## config.mk

```make
export PLATFORM = sky130hd
export DESIGN_NAME = fetch_ctrl_flat
export DESIGN_NICKNAME = d
export VERILOG_FILES = /design/src/rtl/fetch_ctrl_if.sv /design/src/rtl/fetch_ctrl.sv /design/src/flat_wrapper.sv
export SDC_FILE = /design/constraint.sdc
export NUM_CORES = 1
export LEC_CHECK = 0
export BUFFER_PORTS_ARGS = -buffer_cell sky130_fd_sc_hd__buf_4
export CAP_MARGIN = 20
export CORE_MARGIN = 4
export CORE_UTILIZATION = 55
export CTS_BUF_LIST = sky130_fd_sc_hd__clkbuf_16
export DETAILED_ROUTE_END_ITERATION = 8
export HOLD_SLACK_MARGIN = 0.03
export PLACE_DENSITY = 0.89
export SKIP_LAST_GASP = 1
export SYNTH_ARGS = -nofsm -noshare
export SYNTH_HDL_FRONTEND = slang
export SYNTH_SLANG_ARGS = --single-unit
```

## constraint.sdc

```tcl
create_clock -name CLK -period 5.76 [get_ports CLK]
set_input_delay 0.288 -clock CLK [delete_from_list [all_inputs] [get_ports CLK]]
set_output_delay 0.288 -clock CLK [all_outputs]
set_load 0.1 [all_outputs]
```

## src/rtl/fetch_ctrl_if.sv

```systemverilog
`default_nettype none
// +----------------------------------------------------------------------------+
// | fetch_ctrl_if : redirect, decode and instruction-memory signals of fetch   |
// | Rev 1.0                                                                    |
// +----------------------------------------------------------------------------+
interface fetch_ctrl_if;
    logic [1:0]  PCSrc;
    logic [31:0] BranchTarget;
    logic [31:0] JalrTarget;
    logic        Stall;
    logic        IMemReq;
    logic [31:0] IMemAddr;
    logic        IMemAck;
    logic [31:0] IMemRdata;
    logic [31:0] Instr;
    logic        InstrValid;
    logic [31:0] PC_F;
    logic        Flush;
    logic        MisalignFault;

    modport slave (
        input  PCSrc, BranchTarget, JalrTarget, Stall, IMemAck, IMemRdata,
        output IMemReq, IMemAddr, Instr, InstrValid, PC_F, Flush, MisalignFault
    );

    modport master (
        output PCSrc, BranchTarget, JalrTarget, Stall, IMemAck, IMemRdata,
        input  IMemReq, IMemAddr, Instr, InstrValid, PC_F, Flush, MisalignFault
    );
endinterface
`default_nettype wire

```

## src/rtl/fetch_ctrl.sv

```systemverilog
`default_nettype none
// +----------------------------------------------------------------------------+
// | fetch_ctrl : single-outstanding instruction fetch with redirect handling   |
// | Rev 1.0                                                                    |
// +----------------------------------------------------------------------------+
module fetch_ctrl #(
    parameter logic [31:0] RESET_VECTOR = 32'h0040_0000
) (
    input  wire logic   CLK,
    input  wire logic   RESET,
    fetch_ctrl_if.slave bus
);
    localparam logic [1:0]  FETCH    = 2'd0;
    localparam logic [1:0]  VALID    = 2'd1;
    localparam logic [1:0]  DISCARD  = 2'd2;
    localparam logic [31:0] NOP_INSN = 32'h0000_0013;

    logic [1:0]  state_q, state_d;
    logic [31:0] pc_q, pc_d;
    logic [31:0] pend_q, pend_d;
    logic [31:0] instr_q, instr_d;
    logic        valid_q, valid_d;
    logic        flush_q, flush_d;
    logic        fault_q, fault_d;

    logic        redirect;
    logic [31:0] raw_tgt;
    logic [31:0] tgt;

    assign redirect = (bus.PCSrc != 2'b00);
    assign raw_tgt  = (bus.PCSrc == 2'b11) ? (bus.JalrTarget & ~32'h1) : bus.BranchTarget;
    assign tgt      = {raw_tgt[31:2], 2'b00};

    always_comb begin
        state_d = state_q;
        pc_d    = pc_q;
        pend_d  = pend_q;
        instr_d = instr_q;
        valid_d = valid_q;
        flush_d = redirect;
        fault_d = fault_q | (redirect & (raw_tgt[1:0] != 2'b00));
        case (state_q)
            FETCH: begin
                if (redirect) begin
                    if (bus.IMemAck) begin
                        pc_d = tgt;
                    end else begin
                        pend_d  = tgt;
                        state_d = DISCARD;
                    end
                end else if (bus.IMemAck) begin
                    instr_d = bus.IMemRdata;
                    valid_d = 1'b1;
                    state_d = VALID;
                end
            end
            VALID: begin
                if (redirect) begin
                    valid_d = 1'b0;
                    pc_d    = tgt;
                    state_d = FETCH;
                end else if (!bus.Stall) begin
                    valid_d = 1'b0;
                    pc_d    = pc_q + 32'd4;
                    state_d = FETCH;
                end
            end
            DISCARD: begin
                // The in-flight response belongs to the squashed path; only its ack matters.
                if (bus.IMemAck) begin
                    pc_d    = redirect ? tgt : pend_q;
                    state_d = FETCH;
                end else if (redirect) begin
                    pend_d = tgt;
                end
            end
            default: begin
                valid_d = 1'b0;
                state_d = FETCH;
            end
        endcase
    end

    always_ff @(posedge CLK) begin
        if (RESET) begin
            state_q <= FETCH;
            pc_q    <= RESET_VECTOR;
            pend_q  <= RESET_VECTOR;
            instr_q <= NOP_INSN;
            valid_q <= 1'b0;
            flush_q <= 1'b0;
            fault_q <= 1'b0;
        end else begin
            state_q <= state_d;
            pc_q    <= pc_d;
            pend_q  <= pend_d;
            instr_q <= instr_d;
            valid_q <= valid_d;
            flush_q <= flush_d;
            fault_q <= fault_d;
        end
    end

    // RESET is the only input allowed to reach IMemReq, so no request is issued while held.
    assign bus.IMemReq       = (state_q != VALID) && !RESET;
    assign bus.IMemAddr      = pc_q;
    assign bus.Instr         = instr_q;
    assign bus.InstrValid    = valid_q;
    assign bus.PC_F          = pc_q;
    assign bus.Flush         = flush_q;
    assign bus.MisalignFault = fault_q;
endmodule
`default_nettype wire

```

## src/flat_wrapper.sv

```systemverilog
// flat-port wrapper written by rule: the top's interface ports become plain ports
module fetch_ctrl_flat 
#(
    parameter logic [31:0] RESET_VECTOR = 32'h0040_0000
)
  (CLK, RESET, bus_PCSrc, bus_BranchTarget, bus_JalrTarget, bus_Stall, bus_IMemAck, bus_IMemRdata, bus_IMemReq, bus_IMemAddr, bus_Instr, bus_InstrValid, bus_PC_F, bus_Flush, bus_MisalignFault);
  fetch_ctrl_if bus_i ();
  input  wire logic CLK;
  input  wire logic RESET;
  input wire logic [$bits(bus_i.PCSrc)-1:0] bus_PCSrc;
  input wire logic [$bits(bus_i.BranchTarget)-1:0] bus_BranchTarget;
  input wire logic [$bits(bus_i.JalrTarget)-1:0] bus_JalrTarget;
  input wire logic [$bits(bus_i.Stall)-1:0] bus_Stall;
  input wire logic [$bits(bus_i.IMemAck)-1:0] bus_IMemAck;
  input wire logic [$bits(bus_i.IMemRdata)-1:0] bus_IMemRdata;
  output wire logic [$bits(bus_i.IMemReq)-1:0] bus_IMemReq;
  output wire logic [$bits(bus_i.IMemAddr)-1:0] bus_IMemAddr;
  output wire logic [$bits(bus_i.Instr)-1:0] bus_Instr;
  output wire logic [$bits(bus_i.InstrValid)-1:0] bus_InstrValid;
  output wire logic [$bits(bus_i.PC_F)-1:0] bus_PC_F;
  output wire logic [$bits(bus_i.Flush)-1:0] bus_Flush;
  output wire logic [$bits(bus_i.MisalignFault)-1:0] bus_MisalignFault;
  assign bus_i.PCSrc = bus_PCSrc;
  assign bus_i.BranchTarget = bus_BranchTarget;
  assign bus_i.JalrTarget = bus_JalrTarget;
  assign bus_i.Stall = bus_Stall;
  assign bus_i.IMemAck = bus_IMemAck;
  assign bus_i.IMemRdata = bus_IMemRdata;
  assign bus_IMemReq = bus_i.IMemReq;
  assign bus_IMemAddr = bus_i.IMemAddr;
  assign bus_Instr = bus_i.Instr;
  assign bus_InstrValid = bus_i.InstrValid;
  assign bus_PC_F = bus_i.PC_F;
  assign bus_Flush = bus_i.Flush;
  assign bus_MisalignFault = bus_i.MisalignFault;
  fetch_ctrl #(.RESET_VECTOR(RESET_VECTOR)) u_core (.CLK(CLK), .RESET(RESET), .bus(bus_i));
endmodule
```

==> results.md <==
- Initial antenna violation count: 0
- Post-CTS sizing: 0
- Total die area: 13400 um^2
- Fin crit period: 3.28 ns
- Max-cap check violation count: 0
- Synthesized netlist net count: 952
- GP Congestion: 0.941
- Largest net degree at the start of global routing: 59
- Synth Cell Area: 6360 um^2
- Yosys cell types: 68
- I/O Pins: 202
- Reg-to-Reg Start: u_core.state_q[1]
- Syn. warnings: 0
- Post-Route WL: 21600 um
- Slew headroom: 37.7%
- Fin nets: 1070
- Critical path arrival: 3.54 ns
- Dpl cells: 1092
- Most used cell, CP: nand2_1
- Slew @ Worst Pin: 0.932 ns
- CP delay by family, top: simple AND/OR/NAND/NOR gates
- Clk sinks: 101
- Yosys reg bits: 101
- Net Switching: 1.23 mW
- Vias: 7121
- Detailed Routing Iterations Pass 1: 5
- Slew Viols, Final: 0
- Total global routing overflow: 0
- CP max FO: 17
- Predominant post-synthesis flop cell: dfxtp_1
- Antenna diode count: 0
- DPL Wire Length: 14900 um
- Crit path setup slack, layout: 2.48 ns
- IO Port Bufs: 200
- R2R cell count: 8
- Vias per Instance: 6.41
- Worst path bufs/invs: 2
- Initial core utilization: 56.0%
- Final Hold Vio Count: 0
- Die Y: 116 um
- Worst hold-check path type: input port to register
- Finished Layout Cells: 1111
- Max Root-Sink Buffers: 2
- Worst vdd ir: 0.333 mV
- Crit path kind: register to register
- CP peak stage delay: 0.70 ns
- WL/cell: 19.5 um
- Number of hold buffers added after CTS: 0
- Pwr per Cell Area: 330 nW/um^2
- Post-CTS Setup Bufs: 0
- Worst Setup EP: u_core.bus.IMemAddr[23]
- Final period utilization: 57.0%
- Setup violators final: 0
- Dpl cell area: 7570 um^2
- Reg2reg end: u_core.bus.IMemAddr[23]
- Clock skew: 0.0116 ns
- Internal power: 1.39 mW
- Initial DRC count: 969
- Layout cells sized above 1: 25.2%
- Clk slew on worst S/H paths: 0.08 ns
- Number of synthesized flops with an enable pin: 0
- Syn Area/Cell: 7.53 um^2
- Core area: 11400 um^2
- Clk pwr share: 24.3%
- Design Area, Final: 7940 um^2
- TritonCTS buffer count: 9
- Register area share after synthesis: 31.8%
- LEAKAGE: 3.30 nW
- Peak Freq: 304 MHz
- Levels on crit path: 8
- Critical-path cell list: inv_1, ha_1, nor3b_1, buf_4, nand2_1, nand2_1, nor2_1, a221o_1
- Seq pwr share: 32.8%
- Die span in x: 116 um
- P&R area growth vs syn: 24.8%
- Drt drc: 0
- Async SR Flop Fraction: 0%
- Most common cell after layout, fill and taps aside: buf_4
- Critical-path top delay cell: nand2_1
- Vias in the first global route: 6215
- R2r setup slk: 2.48 ns
- RSZ-0062 raised after global routing: false
- Startpoint types: register
- Clk Latency, worst-skew pair: 0.36 ns
- Most frequent cells in the layout: buf_4 (208), nand2_1 (148), dfxtp_1 (101), nor2_1 (67), a21oi_1 (57)
- CP Capture Type: register
- Critical path startpoint: u_core.state_q[1]
- Setup WS pre-CTS: 2.58 ns
- Worst EP required: 6.02 ns
- First-pass GRT wire length: 33200 um
- CTS tree: built
- Clock tree root buffer cell: clkbuf_16
- Switching part of the total: 47.0%
- Core Rows: 39
- Total GRT Usage: 31.3%
- Status: finished, final reports clean
- Comb pwr share: 42.9%
- Post-route setup TNS: 0 ns
- Post-route ant nets: 0
- H-tree levels: 3
- Cells after synthesis: 845
## through the flow
| stage | hold slack [ns] | power (mW) | util (%) |
|---|---|---|---|
| 2_1_floorplan | 0.412 | 1.73 | - |
| 3_3_place_gp | 0.443 | 1.96 | 66.6 |
| 3_5_place_dp | 0.447 | 1.97 | 66.6 |
| 4_1_cts | 0.123 | 2.60 | 69.3 |
| 5_1_grt | 0.132 | 2.71 | 69.8 |
| 6_report | 0.131 | 2.62 | 69.8 |
## logic make-up (layout without fill, tap and decap cells)
family / count (synthesis) / in the layout / share of synthesized area, %
AOI/OAI and AO/OA: 231 / 231 / 25.1
xor gates and xnor gates: 13 / 13 / 1.79
adders and majority gates: 5 / 5 / 0.983
buffers and inverters: 118 / 241 / 9.22
DFF: 101 / 101 / 31.8
muxes: 42 / 42 / 6.74
and+or+nand+nor: 335 / 335 / 24.4
## worst register-to-register path: stages (launching register included)
cell,delay [ns]
dfxtp_1,0.35
inv_1,0.10
ha_1,0.61
nor3b_1,0.31
buf_4,0.25
nand2_1,0.38
nand2_1,0.71
nor2_1,0.14
a221o_1,0.34
## how the worst min path moves through the flow
| stage | end | slack (ns) | cells after the start | from |
|---|---|---|---|---|
| final | u_core.bus.Instr[4] | 0.13 | 3 | bus_IMemRdata[4] |
| after global routing | u_core.bus.Instr[0] | 0.13 | 3 | bus_IMemRdata[0] |
| after CTS | u_core.bus.Instr[4] | 0.12 | 3 | bus_IMemRdata[4] |
| after detailed placement | u_core.bus.Instr[2] | 0.45 | 2 | u_core.bus.Instr[2] |
| after global placement | u_core.bus.Instr[24] | 0.44 | 2 | u_core.bus.Instr[24] |
| after floorplan | u_core.bus.Instr[0] | 0.41 | 2 | bus_IMemRdata[0] |
## power by group through the flow
stage | Combinational, mW | Clock [mW] | Sequential [mW]
2_1_floorplan | 0.596 | 0 | 1.14
3_3_place_gp | 1.09 | 0 | 0.868
3_5_place_dp | 1.10 | 0 | 0.871
4_1_cts | 1.10 | 0.642 | 0.855
5_1_grt | 1.17 | 0.671 | 0.869
6_report | 1.12 | 0.639 | 0.861
## flip-flops by register name, indices dropped and copies added, names as in the netlist
| name | flops |
|---|---|
| u_core.bus.Flush | 1 |
| u_core.state_q | 2 |
| u_core.bus.IMemAddr | 32 |
| u_core.bus.MisalignFault | 1 |
| u_core.bus.Instr | 32 |
| u_core.bus.InstrValid | 1 |
| u_core.pend_q | 32 |
## metal layers
| layer | vias to the layer above | routed length, um | share of wire (%) | GRT usage (%) |
|---|---|---|---|---|
| met2 | 567 | 9530 | 44 | 45.6 |
| met5 | - | 0 | 0 | 0 |
| met4 | 0 | 619 | 2.9 | 8.76 |
| li1 | 3275 | - | - | - |
| met1 | 3201 | 8150 | 38 | 42.8 |
| met3 | 78 | 3350 | 15 | 12.8 |
## final cells by class
class	count	area, um^2
multi-input combinational	626	3760
fill	947	3430
clock buffer	9	225
inverter	14	52.6
timing repair buffer	211	1620
tap	143	179
sequential	101	2020
clock inverter	7	80.1
## Yosys cell counts (3+ instances only)
| cell | instances | share of area [%] |
|---|---|---|
| buf_2 | 16 | 1.3 |
| nand4_1 | 20 | 2.0 |
| nor3b_1 | 6 | 0.71 |
| a221oi_1 | 10 | 1.4 |
| or3_1 | 5 | 0.49 |
| clkbuf_1 | 52 | 3.1 |
| buf_4 | 33 | 3.9 |
| mux2i_1 | 35 | 5.5 |
| a211o_1 | 3 | 0.41 |
| o211ai_1 | 9 | 1.1 |
| a31oi_1 | 10 | 0.98 |
| nor2b_1 | 6 | 0.59 |
| nand3_1 | 34 | 2.7 |
| nand2_1 | 148 | 8.7 |
| buf_1 | 3 | 0.18 |
| and3_1 | 7 | 0.69 |
| nand2b_1 | 11 | 1.1 |
| a21o_1 | 3 | 0.35 |
| ha_1 | 5 | 0.98 |
| nor2_1 | 67 | 4.0 |
| a21boi_0 | 3 | 0.35 |
| inv_1 | 13 | 0.77 |
| xnor2_1 | 12 | 1.7 |
| a32oi_1 | 4 | 0.55 |
| nor4_1 | 5 | 0.49 |
| o21ai_0 | 40 | 3.1 |
| o221a_2 | 3 | 0.53 |
| o221ai_1 | 7 | 0.96 |
| a311o_1 | 5 | 0.79 |
| nor3_1 | 9 | 0.71 |
| dfxtp_1 | 101 | 32 |
| a221o_1 | 4 | 0.63 |
| a211oi_1 | 28 | 3.3 |
| and4_1 | 4 | 0.55 |
| mux2_2 | 7 | 1.2 |
| or2_2 | 3 | 0.29 |
| a21oi_1 | 57 | 4.5 |
| a311oi_1 | 17 | 2.3 |
| o32ai_1 | 5 | 0.69 |
Power figures use the tool's default switching activity.
